`src/rtl/alarm_pkg.sv`:
```
// Shared constants and FSM encoding for the multi-alarm controller.
package alarm_pkg;

    localparam int HOUR_W = 5;
    localparam int MIN_W  = 6;

    typedef enum logic [1:0] {
        ST_IDLE    = 2'd0,
        ST_RINGING = 2'd1,
        ST_SNOOZE  = 2'd2
    } alarm_state_t;

endpackage

```
`src/rtl/alarm_slot_bank.sv`:
```
// Alarm slot register file with lowest-index match encoder and a tone lookup
// that sees a same-cycle write, so the registered tone output never lags a write.
module alarm_slot_bank
    import alarm_pkg::*;
#(
    parameter int N_ALARMS = 4,
    parameter int TONE_W   = 2,
    parameter int IDX_W    = 2
) (
    input  logic              clk,
    input  logic              rst,
    input  logic              cfg_we,
    input  logic [IDX_W-1:0]  cfg_idx,
    input  logic [HOUR_W-1:0] cfg_hour,
    input  logic [MIN_W-1:0]  cfg_min,
    input  logic              cfg_en,
    input  logic [TONE_W-1:0] cfg_tone,
    input  logic [HOUR_W-1:0] cur_hour,
    input  logic [MIN_W-1:0]  cur_min,
    input  logic [IDX_W-1:0]  sel_idx,
    output logic              match_any,
    output logic [IDX_W-1:0]  match_idx,
    output logic [TONE_W-1:0] sel_tone
);

    logic [N_ALARMS-1:0] slot_en;
    logic [HOUR_W-1:0]   slot_hour [N_ALARMS];
    logic [MIN_W-1:0]    slot_min  [N_ALARMS];
    logic [TONE_W-1:0]   slot_tone [N_ALARMS];

    always_ff @(posedge clk or posedge rst) begin
        if (rst) begin
            slot_en <= '0;
            for (int i = 0; i < N_ALARMS; i++) begin
                slot_hour[i] <= '0;
                slot_min[i]  <= '0;
                slot_tone[i] <= '0;
            end
        end else begin
            for (int i = 0; i < N_ALARMS; i++) begin
                if (cfg_we && (cfg_idx == IDX_W'(i))) begin
                    slot_en[i]   <= cfg_en;
                    slot_hour[i] <= cfg_hour;
                    slot_min[i]  <= cfg_min;
                    slot_tone[i] <= cfg_tone;
                end
            end
        end
    end

    // Scan high to low so the lowest matching index is the last assignment.
    always_comb begin
        match_any = 1'b0;
        match_idx = '0;
        for (int i = N_ALARMS - 1; i >= 0; i--) begin
            if (slot_en[i] && (slot_hour[i] == cur_hour) && (slot_min[i] == cur_min)) begin
                match_any = 1'b1;
                match_idx = IDX_W'(i);
            end
        end
    end

    always_comb begin
        sel_tone = '0;
        for (int i = 0; i < N_ALARMS; i++) begin
            if (sel_idx == IDX_W'(i)) begin
                sel_tone = (cfg_we && (cfg_idx == sel_idx)) ? cfg_tone : slot_tone[i];
            end
        end
    end

endmodule

```
`src/rtl/multi_alarm_ctrl.sv`:
```
// Multi-slot alarm clock controller: trigger on minute match, ring timeout,
// bounded snooze, sticky missed flags. All outputs are registered.
module multi_alarm_ctrl
    import alarm_pkg::*;
#(
    parameter int N_ALARMS   = 4,
    parameter int RING_SEC   = 60,
    parameter int SNOOZE_MIN = 9,
    parameter int MAX_SNOOZE = 3,
    parameter int TONE_W     = 2,
    parameter int IDX_W      = (N_ALARMS > 1) ? $clog2(N_ALARMS) : 1
) (
    input  logic                clk,
    input  logic                rst,
    input  logic                sec_tick,
    input  logic                min_tick,
    input  logic [HOUR_W-1:0]   cur_hour,
    input  logic [MIN_W-1:0]    cur_min,
    input  logic                cfg_we,
    input  logic [IDX_W-1:0]    cfg_idx,
    input  logic [HOUR_W-1:0]   cfg_hour,
    input  logic [MIN_W-1:0]    cfg_min,
    input  logic                cfg_en,
    input  logic [TONE_W-1:0]   cfg_tone,
    input  logic                snooze,
    input  logic                dismiss,
    input  logic                missed_clr,
    output logic                ring,
    output logic [IDX_W-1:0]    ring_idx,
    output logic [TONE_W-1:0]   ring_tone,
    output logic                snoozing,
    output logic [3:0]          snooze_left,
    output logic [N_ALARMS-1:0] missed
);

    localparam int SEC_W  = $clog2(RING_SEC + 1);
    localparam int MCNT_W = $clog2(SNOOZE_MIN + 1);

    alarm_state_t        state, state_nxt;
    logic [SEC_W-1:0]    sec_cnt, sec_cnt_nxt;
    logic [MCNT_W-1:0]   min_cnt, min_cnt_nxt;
    logic [IDX_W-1:0]    idx_nxt, match_idx;
    logic [TONE_W-1:0]   sel_tone, tone_nxt;
    logic [3:0]          snooze_left_nxt;
    logic [N_ALARMS-1:0] missed_nxt;
    logic                match_any, timeout, active_off, ring_nxt, snoozing_nxt;

    alarm_slot_bank #(
        .N_ALARMS (N_ALARMS),
        .TONE_W   (TONE_W),
        .IDX_W    (IDX_W)
    ) u_bank (
        .clk       (clk),
        .rst       (rst),
        .cfg_we    (cfg_we),
        .cfg_idx   (cfg_idx),
        .cfg_hour  (cfg_hour),
        .cfg_min   (cfg_min),
        .cfg_en    (cfg_en),
        .cfg_tone  (cfg_tone),
        .cur_hour  (cur_hour),
        .cur_min   (cur_min),
        .sel_idx   (idx_nxt),
        .match_any (match_any),
        .match_idx (match_idx),
        .sel_tone  (sel_tone)
    );

    // Disabling the slot currently ringing or snoozing aborts the episode.
    assign active_off = cfg_we && !cfg_en && (cfg_idx == ring_idx);

    always_ff @(posedge clk or posedge rst) begin
        if (rst) begin
            state   <= ST_IDLE;
            sec_cnt <= '0;
            min_cnt <= '0;
        end else begin
            state   <= state_nxt;
            sec_cnt <= sec_cnt_nxt;
            min_cnt <= min_cnt_nxt;
        end
    end

    always_comb begin
        state_nxt       = state;
        sec_cnt_nxt     = sec_cnt;
        min_cnt_nxt     = min_cnt;
        idx_nxt         = ring_idx;
        snooze_left_nxt = snooze_left;
        timeout         = 1'b0;
        case (state)
            ST_IDLE: begin
                if (min_tick && match_any) begin
                    state_nxt       = ST_RINGING;
                    idx_nxt         = match_idx;
                    snooze_left_nxt = 4'(MAX_SNOOZE);
                end
            end
            ST_RINGING: begin
                if (dismiss || active_off) begin
                    state_nxt = ST_IDLE;
                end else if (snooze) begin
                    if (snooze_left != 4'd0) begin
                        state_nxt       = ST_SNOOZE;
                        snooze_left_nxt = snooze_left - 4'd1;
                        min_cnt_nxt     = MCNT_W'(SNOOZE_MIN);
                    end else begin
                        state_nxt = ST_IDLE;
                    end
                end else if (sec_tick) begin
                    if (sec_cnt == SEC_W'(RING_SEC - 1)) begin
                        state_nxt = ST_IDLE;
                        timeout   = 1'b1;
                    end else begin
                        sec_cnt_nxt = sec_cnt + 1'b1;
                    end
                end
            end
            ST_SNOOZE: begin
                if (dismiss || active_off) begin
                    state_nxt = ST_IDLE;
                end else if (min_tick) begin
                    if (min_cnt <= MCNT_W'(1)) begin
                        state_nxt   = ST_RINGING;
                        sec_cnt_nxt = '0;
                        min_cnt_nxt = '0;
                    end else begin
                        min_cnt_nxt = min_cnt - 1'b1;
                    end
                end
            end
            default: state_nxt = ST_IDLE;
        endcase
        if (state_nxt == ST_IDLE) begin
            idx_nxt         = '0;
            snooze_left_nxt = '0;
            sec_cnt_nxt     = '0;
            min_cnt_nxt     = '0;
        end
    end

    always_comb begin
        ring_nxt     = (state_nxt == ST_RINGING);
        snoozing_nxt = (state_nxt == ST_SNOOZE);
        tone_nxt     = ring_nxt ? sel_tone : '0;
        missed_nxt   = missed & ~{N_ALARMS{missed_clr}};
        for (int i = 0; i < N_ALARMS; i++) begin
            if (timeout && (ring_idx == IDX_W'(i))) begin
                missed_nxt[i] = 1'b1;
            end
        end
    end

    always_ff @(posedge clk or posedge rst) begin
        if (rst) begin
            ring        <= 1'b0;
            ring_idx    <= '0;
            ring_tone   <= '0;
            snoozing    <= 1'b0;
            snooze_left <= '0;
            missed      <= '0;
        end else begin
            ring        <= ring_nxt;
            ring_idx    <= idx_nxt;
            ring_tone   <= tone_nxt;
            snoozing    <= snoozing_nxt;
            snooze_left <= snooze_left_nxt;
            missed      <= missed_nxt;
        end
    end

endmodule

```
`config.mk`:
```
export PLATFORM = sky130hd
export DESIGN_NAME = multi_alarm_ctrl
export DESIGN_NICKNAME = d
export VERILOG_FILES = /design/src/rtl/alarm_pkg.sv /design/src/rtl/alarm_slot_bank.sv /design/src/rtl/multi_alarm_ctrl.sv
export SDC_FILE = /design/constraint.sdc
export NUM_CORES = 1
export LEC_CHECK = 0
export BUFFER_PORTS_ARGS = -buffer_cell sky130_fd_sc_hd__clkbuf_2
export CORE_ASPECT_RATIO = 0.75
export CORE_MARGIN = 4
export CORE_UTILIZATION = 53
export CTS_BUF_LIST = sky130_fd_sc_hd__clkbuf_4 sky130_fd_sc_hd__clkbuf_8 sky130_fd_sc_hd__clkbuf_16
export DETAILED_ROUTE_END_ITERATION = 10
export PLACE_DENSITY_LB_ADDON = 0.05
export SETUP_SLACK_MARGIN = 0.02
export SLEW_MARGIN = 0
export SYNTH_ARGS = -nofsm -noshare
export SYNTH_HDL_FRONTEND = slang
export SYNTH_SLANG_ARGS = --single-unit
export TNS_END_PERCENT = 10
```
`constraint.sdc`:
```
create_clock -name clk -period 2.34 [get_ports clk]
set_input_delay 0.117 -clock clk [delete_from_list [all_inputs] [get_ports clk]]
set_output_delay 0.117 -clock clk [all_outputs]
set_load 0.03 [all_outputs]
```
**Word-level counts from Yosys, hierarchy flattened**

Index checks and enable logic that the tools add are counted.

- Eq/ne operators: 34
- Reductions and logical operators: 33
- Add/subtract/negate cells: 3
- $lt $le $gt $ge: 1
- Muxes and demuxes: 62
- Bitwise logic cells: 2

Operators by type and width:

| cell | count |
|---|---|
| $mux W2 | 25 |
| $mux W4 | 12 |
| $mux W6 | 8 |
| $ne A3 B3 Y1 const B | 10 |
| $eq A6 B6 Y1 | 4 |
| $eq A5 B5 Y1 | 4 |
| $logic_and A1 B1 Y1 | 20 |
| $eq A2 B2 Y1 const B | 8 |
| $pmux W4 S2 | 2 |
| $mux W1 | 13 |
| $pmux W6 S2 | 1 |
| $eq A2 B1 Y1 const B | 5 |
| $logic_not A2 Y1 | 5 |
| $reduce_and A8 Y1 | 1 |
| $sub A4 B1 Y4 const B | 2 |
| $add A6 B1 Y6 const B | 1 |
| $eq A6 B6 Y1 const B | 1 |
| $pmux W2 S3 | 1 |
| $reduce_and A6 Y1 | 1 |
| $reduce_bool A3 Y1 | 2 |
| $reduce_and A5 Y1 | 1 |
| $and A4 B4 Y4 | 1 |
| $eq A2 B2 Y1 | 2 |
| $le A4 B1 Y1 const B | 1 |
| 4 further kinds | 4 |

- Logic and storage cells: 160
- Bits of input ports: 35
- Output and inout bits: 14
- Register bits after elaboration: 82

**Longest topological paths before layout**

Gate-level depths: netlist of run 1.

- Depth in word-level cells: 20
- Depth in mapped cells: 12
- Depth with buffers taken out: 11

**By module**

A second synthesis of run 1 with hierarchy kept.

- Cells, all modules: 377
- Area, all modules: 4272.8 um^2

Modules (own cells, without submodules):

| module | cells each | instances | sequential area each (um^2) | area each (um^2) |
|---|---|---|---|---|
| alarm_slot_bank | 206 | 1 | 1401.3 | 2742.6 |
| multi_alarm_ctrl | 171 | 1 | 650.6 | 1530.2 |

**Worst setup path after synthesis of run 1**

Ideal clock, no wire load.

- Path type: register to register
- Start point: register snooze_left[0]
- End point: register ring_tone[1]
- Data required time: 2.210 ns
- Arrival time: 2.447 ns
- Cell stages (with the launch flop): 12
- Path slack: -0.237 ns
- Cell sequence: dfrtp_1 inv_1 ha_1 or3b_1 nand4b_1 nand3_1 a221oi_1 or2_1 buf_6 mux2_4 o31ai_1 a21oi_1

- Word-level cells in the longest chain between the ends: 15
- Elaborated cells between the ends (all ways): 23

RTL lines:

| item | RTL line | RTL |
|---|---|---|
| start, declared | multi_alarm_ctrl.sv:32 | `output logic [3:0] snooze_left,` |
| start signal, assigned | multi_alarm_ctrl.sv:167 | `snooze_left <= snooze_left_nxt;` |
| $reduce_bool A4 Y1 (*) | multi_alarm_ctrl.sv:103 | `if (snooze_left != 4'd0) begin` |
| $mux W2 (*) | multi_alarm_ctrl.sv:103 |  |
| $mux W2 (*) | multi_alarm_ctrl.sv:102 | `end else if (snooze) begin` |
| $mux W2 (*) | multi_alarm_ctrl.sv:100 | `if (dismiss \|\| active_off) begin` |
| $pmux W2 S3 (*) | multi_alarm_ctrl.sv:91 | `case (state)` |
| $logic_not A2 Y1 | multi_alarm_ctrl.sv:134 | `if (state_nxt == ST_IDLE) begin` |
| $mux W2 | multi_alarm_ctrl.sv:134 |  |
| $eq A2 B2 Y1 | alarm_slot_bank.sv:67 | `sel_tone = (cfg_we && (cfg_idx == sel_idx)) ? cfg_tone : slot_tone[i];` |
| $logic_and A1 B1 Y1 | alarm_slot_bank.sv:67 |  |
| $mux W2 | alarm_slot_bank.sv:67 |  |
| $mux W2 (4 in series) | alarm_slot_bank.sv:66 | `if (sel_idx == IDX_W'(i)) begin` |
| $mux W2 (*) | multi_alarm_ctrl.sv:145 | `tone_nxt = ring_nxt ? sel_tone : '0;` |
| net tone_nxt[1] | multi_alarm_ctrl.sv:43 | `logic [TONE_W-1:0] sel_tone, tone_nxt;` |
| end signal, assigned | multi_alarm_ctrl.sv:165 | `ring_tone <= tone_nxt;` |
| end, declared | multi_alarm_ctrl.sv:30 | `output logic [TONE_W-1:0] ring_tone,` |

The timed path passes the listed nets; every way through them passes the cells marked *.
A chain may end at the register's enable or synchronous reset.

**Worst setup path after layout of run 1**

- Start point: register snooze_left[1]
- End point: register ring_tone[0]

Same word-level chain as after synthesis.

==> results of run 1 <==
## sequential cells by signal, indices dropped and copies added, names as in the netlist
signal / count
u_bank.slot_min: 24
u_bank.slot_hour: 20
u_bank.slot_tone: 8
sec_cnt: 6
min_cnt: 4
missed: 4
snooze_left: 4
u_bank.slot_en: 4
ring_idx: 2
ring_tone: 2
state: 2
ring: 1
snoozing: 1
## power groups by stage
stage               Clock, mW  Combinational [mW]  Sequential (mW)
global placement            0               0.602             1.74
finish                   1.02               0.646             1.73
CTS                      1.05               0.630             1.73
detailed placement          0               0.613             1.75
floorplan                   0               0.473             1.72
global route             1.11               0.704             1.75
## synth_stat cells (all sizes together) (2+ instances only)
cell     count
a31oi        3
a32o         4
o22ai        5
a2bb2oi      3
o41ai        2
nand4b       3
nand2b       6
nor2b        4
mux2        55
o31ai        4
a211oi       2
nand4       16
clkbuf       5
a21o         2
nor4         3
dfrtp       82
or2          2
nor2        21
nand2       15
nand3        7
inv         12
buf         13
nor3         8
xnor2       47
a22o         3
or4          2
mux2i        3
ha           5
and2         3
a21oi        7
o21ai       15
## layout make-up
cell class              instances  area share [%]
clock buffers                  12            2.86
clock inverters                 3           0.750
inverters                      12           0.915
multi-input cells             268            44.2
flip-flops and latches         82            38.5
well taps                     105            2.46
repair buffers                 86            10.3
## path summary, 6_finish.rpt
kind	slack (ns)	to	start
worst min-delay path	0.05	u_bank.slot_min[12]	cfg_min[0]
worst max register to register	-0.07	ring_tone[0]	snooze_left[1]
worst max-delay path	-0.07	ring_tone[0]	snooze_left[1]
worst min register to register	0.49	missed[0]	missed[0]
max in group asynchronous	1.28	u_bank.slot_tone[6]	rst
min in group asynchronous	0.40	u_bank.slot_hour[14]	rst
## critical path, stage by stage, from the launching register on
cell      delay, ns
dfrtp_2        0.42
inv_2          0.08
ha_4           0.11
or3b_4         0.36
nand4b_1       0.13
nand3_2        0.13
a221oi_2       0.27
or2_4          0.21
mux2_4         0.33
o32ai_1        0.27
## metrics by stage
stage | cell area (sq um) | power (mW)
after floorplan | 4440 | 2.20
after global placement | 4940 | 2.34
after detailed placement | 4940 | 2.36
after CTS | 5210 | 3.41
after global routing | 5340 | 3.57
final | 5340 | 3.40
## routing by layer
layer  vias up  track usage (%)  routed length [microns]
met5         -                0                        0
met4         0             5.02                       66
met3         9             4.79                      535
met2        92             31.2                     4480
met1      1632             34.7                     5150
li1       1529                -                        -
## logic make-up after synthesis
logic type / synth area share, %
muxes: 14.7
and+or+nand+nor: 12.3
buffers and inverters: 4.15
xor gates and xnor gates: 10.5
AOI/OAI and AO/OA: 10.7
adders and majority gates: 1.41
DFF: 46.3
## timing repair
action	4_1_cts	5_1_grt
setup endpoints to repair	7	10
endpoints found under the hold margin	40	0
buffers inserted	0	3
hold buffers	2	0
resized for setup	10	17
pin swaps	8	8
==> impl_metrics.tcl, run 1 <==
set metrics [dict create \
    fin_hold_ws_ns 0.0493 \
    reg2reg_depth 9 \
    maxSlewHeadroom_pct 48.0 \
    worstSetupStartpointType "flip-flop" \
    dieArea_sq_um 9910 \
    gr-total-overflow 0 \
    setup_viol 2 \
    rsz0062_at_grt "yes" \
    start_util_pct 55.3 \
    p_int_mw 2.49 \
    finalWorstSetupSlack_ns -0.0702 \
    cp-end-kind "flip-flop" \
    grt_antenna_before_repair 0 \
    die_width_microns 114 \
    hold_viol 0 \
    p_sw_share_pct 26.8 \
    final_core_util_pct 66.5 \
    outcome "complete, but fails checks" \
    drc_errors 0 \
    wl_per_cell_microns 18.0 \
    min_path_cells 2 \
    yosysWarnings 0 \
    crit_fanout 3 \
    finClkSkew_ns 0.00775 \
    clk_pin_slew_ns 0.08 \
    clock_power_share_pct 30.0 \
    maxSlewViolCount 0 \
    drt-total-wl_microns 10200 \
    synth_top_area_cell "dfrtp_1" \
    nNetsFinal 499 \
    first_global_vias 3238 \
    switching_power_uw 911 \
    synth-edff-count 0 \
    track_usage_pct 22.1 \
    final_cells 568 \
    clock_sinks 82 \
    combPwrFrac_pct 19.0 \
    dp.cells 548 \
    grt_max_degree 44 \
    gp_congestion 0.842 \
    synth_seq_cells 82 \
    vdd_drop_max_v 0.000539 \
    violations "negative setup slack" \
    ys_seq_area_share_pct 46.3 \
    hold_path_class "input port to flip-flop" \
    fillers 659 \
    io_buffers 48 \
    synth.avg_cell_area_sq_um 11.7 \
    syn-instance-count 380 \
    drv_cap 0 \
    power_frac_seq_pct 50.9 \
    drtIter0Drc 312 \
    power_density_nw_per_um2 637 \
    p_leak_nw 2.34 \
    final_cell_mix "dfrtp_1, mux2_2, clkbuf_2" \
    cts_tree "built" \
    h-tree-depth 3 \
    worst-endpoint-required_ns 2.59 \
    ant_nets 0 \
    critPathArrivalTime_ns 2.66 \
    worstSkewPairLatency_ns 0.35 \
    period_needed_ns 2.41 \
    fmax_mhz 415 \
    drive_above_1_share_pct 43.4 \
    synth_nets 420 \
    postSynth.asyncResetShare_pct 100 \
    seqCellArea_sq_um 2050 \
    viasPerCell 5.74 \
    diodes 0 \
    final_common_cell "dfrtp_1" \
    fin_tns_setup_ns -0.122 \
    clockBufferDepth 2 \
    synth.top_cell.area_share_pct 46.3 \
    tightest_slew_ns 0.770 \
    grt_pass1_wl_microns 17100 \
    multi_input_area_sq_um 2360 \
    finalCritPeriodShare_pct 103 \
    cts-root-buf "clkbuf_8" \
    coreArea_sq_um 8020 \
    rows 28 \
    ys_top_cells_by_area "dfrtp_1, mux2_2, xnor2_1, xnor2_2, nand4_1" \
    synth-main-ff-cell "dfrtp_1" \
    drt_first_pass_iters 4 \
    path_class "flip-flop to flip-flop" \
    syn2layout_area_growth_pct 20.3 \
    ys_types 62 \
    syn_area_sq_um 4440 \
    die_h_microns 87.2 \
    io_pins 49 \
    vias 3262 \
    post-place-ws_ns -0.162 \
    dp.final_hpwl_microns 7440 \
    cts_buffers 9 \
]
No activity file was read; power rests on OpenSTA's default activity.
==> run 2: changes to the inputs <==
--- a/config.mk
+++ b/config.mk
@@ -10,3 +10,3 @@
 export CORE_MARGIN = 4
-export CORE_UTILIZATION = 53
+export CORE_UTILIZATION = 59
 export CTS_BUF_LIST = sky130_fd_sc_hd__clkbuf_4 sky130_fd_sc_hd__clkbuf_8 sky130_fd_sc_hd__clkbuf_16
==> constraint.sdc (replaced) <==
create_clock -name clk -period 2.47 [get_ports clk]
set_input_delay 0.1235 -clock clk [delete_from_list [all_inputs] [get_ports clk]]
set_output_delay 0.1235 -clock clk [all_outputs]
set_load 0.01 [all_outputs]
==> run 2 against run 1 <==
- register-to-register slack improved by 0.09 ns
- combinational power is 7.6% lower
- largest power group unchanged
- clock skew increased by 0.0039 ns
- via count fell by 3.5%
- fmax down 1.6%
- the flow now finishes without violations
- critical path depth rose by 1
- global-route usage increased by 0.89 points
- critical endpoint is now ring_tone[1]
- sequential power shrank 5%
- first-iteration DRC count down 43%
- die area decreased by 9.4%
==> impl_metrics.tcl, run 2 (same netlist as run 1, synthesis figures left out) <==
set metrics [dict create \
    grt_max_degree 46 \
    gr-total-overflow 0 \
    ant_nets 0 \
    drive_above_1_share_pct 39.3 \
    r2r-start "snooze_left[0]" \
    coreArea_sq_um 7330 \
    maxSlewHeadroom_pct 53.9 \
    io_buffers 48 \
    rsz0062_at_grt "yes" \
    first_global_vias 3115 \
    finalInstanceArea_sq_um 5160 \
    hold_start "cfg_en" \
    clockBufferDepth 2 \
    drt-total-wl_microns 9750 \
    drc_errors 0 \
    path_class "flip-flop to flip-flop" \
    period_needed_ns 2.45 \
    io_pins 49 \
    tightest_slew_ns 0.691 \
    dpl_cell_area_sq_um 4790 \
    critPathArrivalTime_ns 2.67 \
    crit_path_start "snooze_left[0]" \
    die_width_microns 108 \
    fin_hold_ws_ns 0.0329 \
    cts_tree "built" \
    vias 3148 \
    grt_antenna_before_repair 0 \
    drv_cap 0 \
    cp-end-kind "flip-flop" \
    crit_fanout 3 \
    worstSetupStartpointType "flip-flop" \
    fmax_mhz 408 \
    finClkSkew_ns 0.0116 \
    dp.final_hpwl_microns 7140 \
    p_leak_nw 2.26 \
    cts_buffers 9 \
    vdd_drop_max_v 0.000405 \
    final_common_cell "dfrtp_1" \
    finalCritPeriodShare_pct 99.1 \
    final_cell_mix "dfrtp_1, mux2_2, clkbuf_2" \
    outcome "complete, no violations" \
    fin_tns_setup_ns 0 \
    grt_pass1_wl_microns 16100 \
    diodes 0 \
    drt_first_pass_iters 5 \
    hold_path_class "input port to flip-flop" \
    worst-endpoint-required_ns 2.69 \
    h-tree-depth 3 \
    nNetsFinal 480 \
    viasPerCell 5.77 \
    largestRegisters "u_bank.slot_min x24, u_bank.slot_hour x20, u_bank.slot_tone x8" \
    gp_congestion 0.896 \
    maxSlewViolCount 0 \
    largest_register_ffs 24 \
    drtIter0Drc 178 \
    dieArea_sq_um 8980 \
    setup_viol 0 \
    start_util_pct 60.5 \
    cts-root-buf "clkbuf_8" \
    clk_pin_slew_ns 0.08 \
    worstSkewPairLatency_ns 0.35 \
    clock_sinks 82 \
    die_h_microns 83.1 \
    wl_per_cell_microns 17.8 \
    power_density_nw_per_um2 664 \
    rows 27 \
    syn2layout_area_growth_pct 16.3 \
    largest-register "u_bank.slot_min" \
    track_usage_pct 23.0 \
    final_core_util_pct 70.4 \
    hold_viol 0 \
]
run 2: cell types whose count changed in the layout (fill, tap and decap cells not counted), moves of 2 or more:
cell       previous run  this run
xnor2_1              34        38
clkinv_2              3         1
buf_4                33        16
dfrtp_1              80        82
xnor2_2              13         9
dfrtp_2               2         0
bufinv_16             1         3
run 2: final cells by class:
| class | instances | area (sq um) |
|---|---|---|
| flip-flops and latches | 82 | 2050 |
| clock buffers | 12 | 153 |
| inverters | 12 | 48.8 |
| fillers | 556 | 2170 |
| repair buffers | 67 | 402 |
| clock inverters | 4 | 98.8 |
| well taps | 101 | 126 |
| multi-input cells | 268 | 2280 |
run 2: metal layers:
metal	vias up	wire (microns)	GRT usage (%)
li1	1500	-	-
met1	1562	4730	35.2
met2	79	4470	33.4
met3	7	478	5.05
met4	0	65	5.62
met5	-	0	0
run 2: path summary, 6_finish.rpt:
path                                     end  slack, ns  cells after the start
max                             ring_tone[1]       0.02                     10
min                        u_bank.slot_en[0]       0.03                      2
max reg2reg                     ring_tone[1]       0.02                     10
min reg2reg                        missed[1]       0.49                      1
max in group asynchronous  u_bank.slot_en[0]       1.40                      4
min in group asynchronous         min_cnt[1]       0.40                      3
run 2: metrics by stage:
step / setup WS, ns / instances / power, mW
after floorplan: 0.0394 / 380 / 2.08
after global placement: 0.0704 / 526 / 2.21
after detailed placement: -0.0544 / 526 / 2.24
after CTS: 0.0327 / 543 / 3.44
after global routing: -0.0626 / 546 / 3.60
final: 0.0212 / 546 / 3.42
run 2: timing repair:
item,4_1_cts,5_1_grt
hold endpoints to repair,37,0
gates resized for setup,2,15
hold buffers,1,0
buffers inserted,0,3
pin swaps,1,4
setup endpoints to repair,2,8
run 2: where the power goes:
group	switching, mW	internal (mW)
combinational	0.277	0.320
sequential	0.123	1.52
clock	0.464	0.724
total	0.864	2.56
run 2: critical path: stages (launching register included):
cell and delay, ns:
dfrtp_1 0.39, inv_2 0.06, ha_1 0.13, or3b_4 0.37, nand4b_1 0.14, nand3_2 0.14
a221oi_2 0.27, or2_4 0.20, mux2_4 0.32, o31ai_2 0.23, a21oi_1 0.07
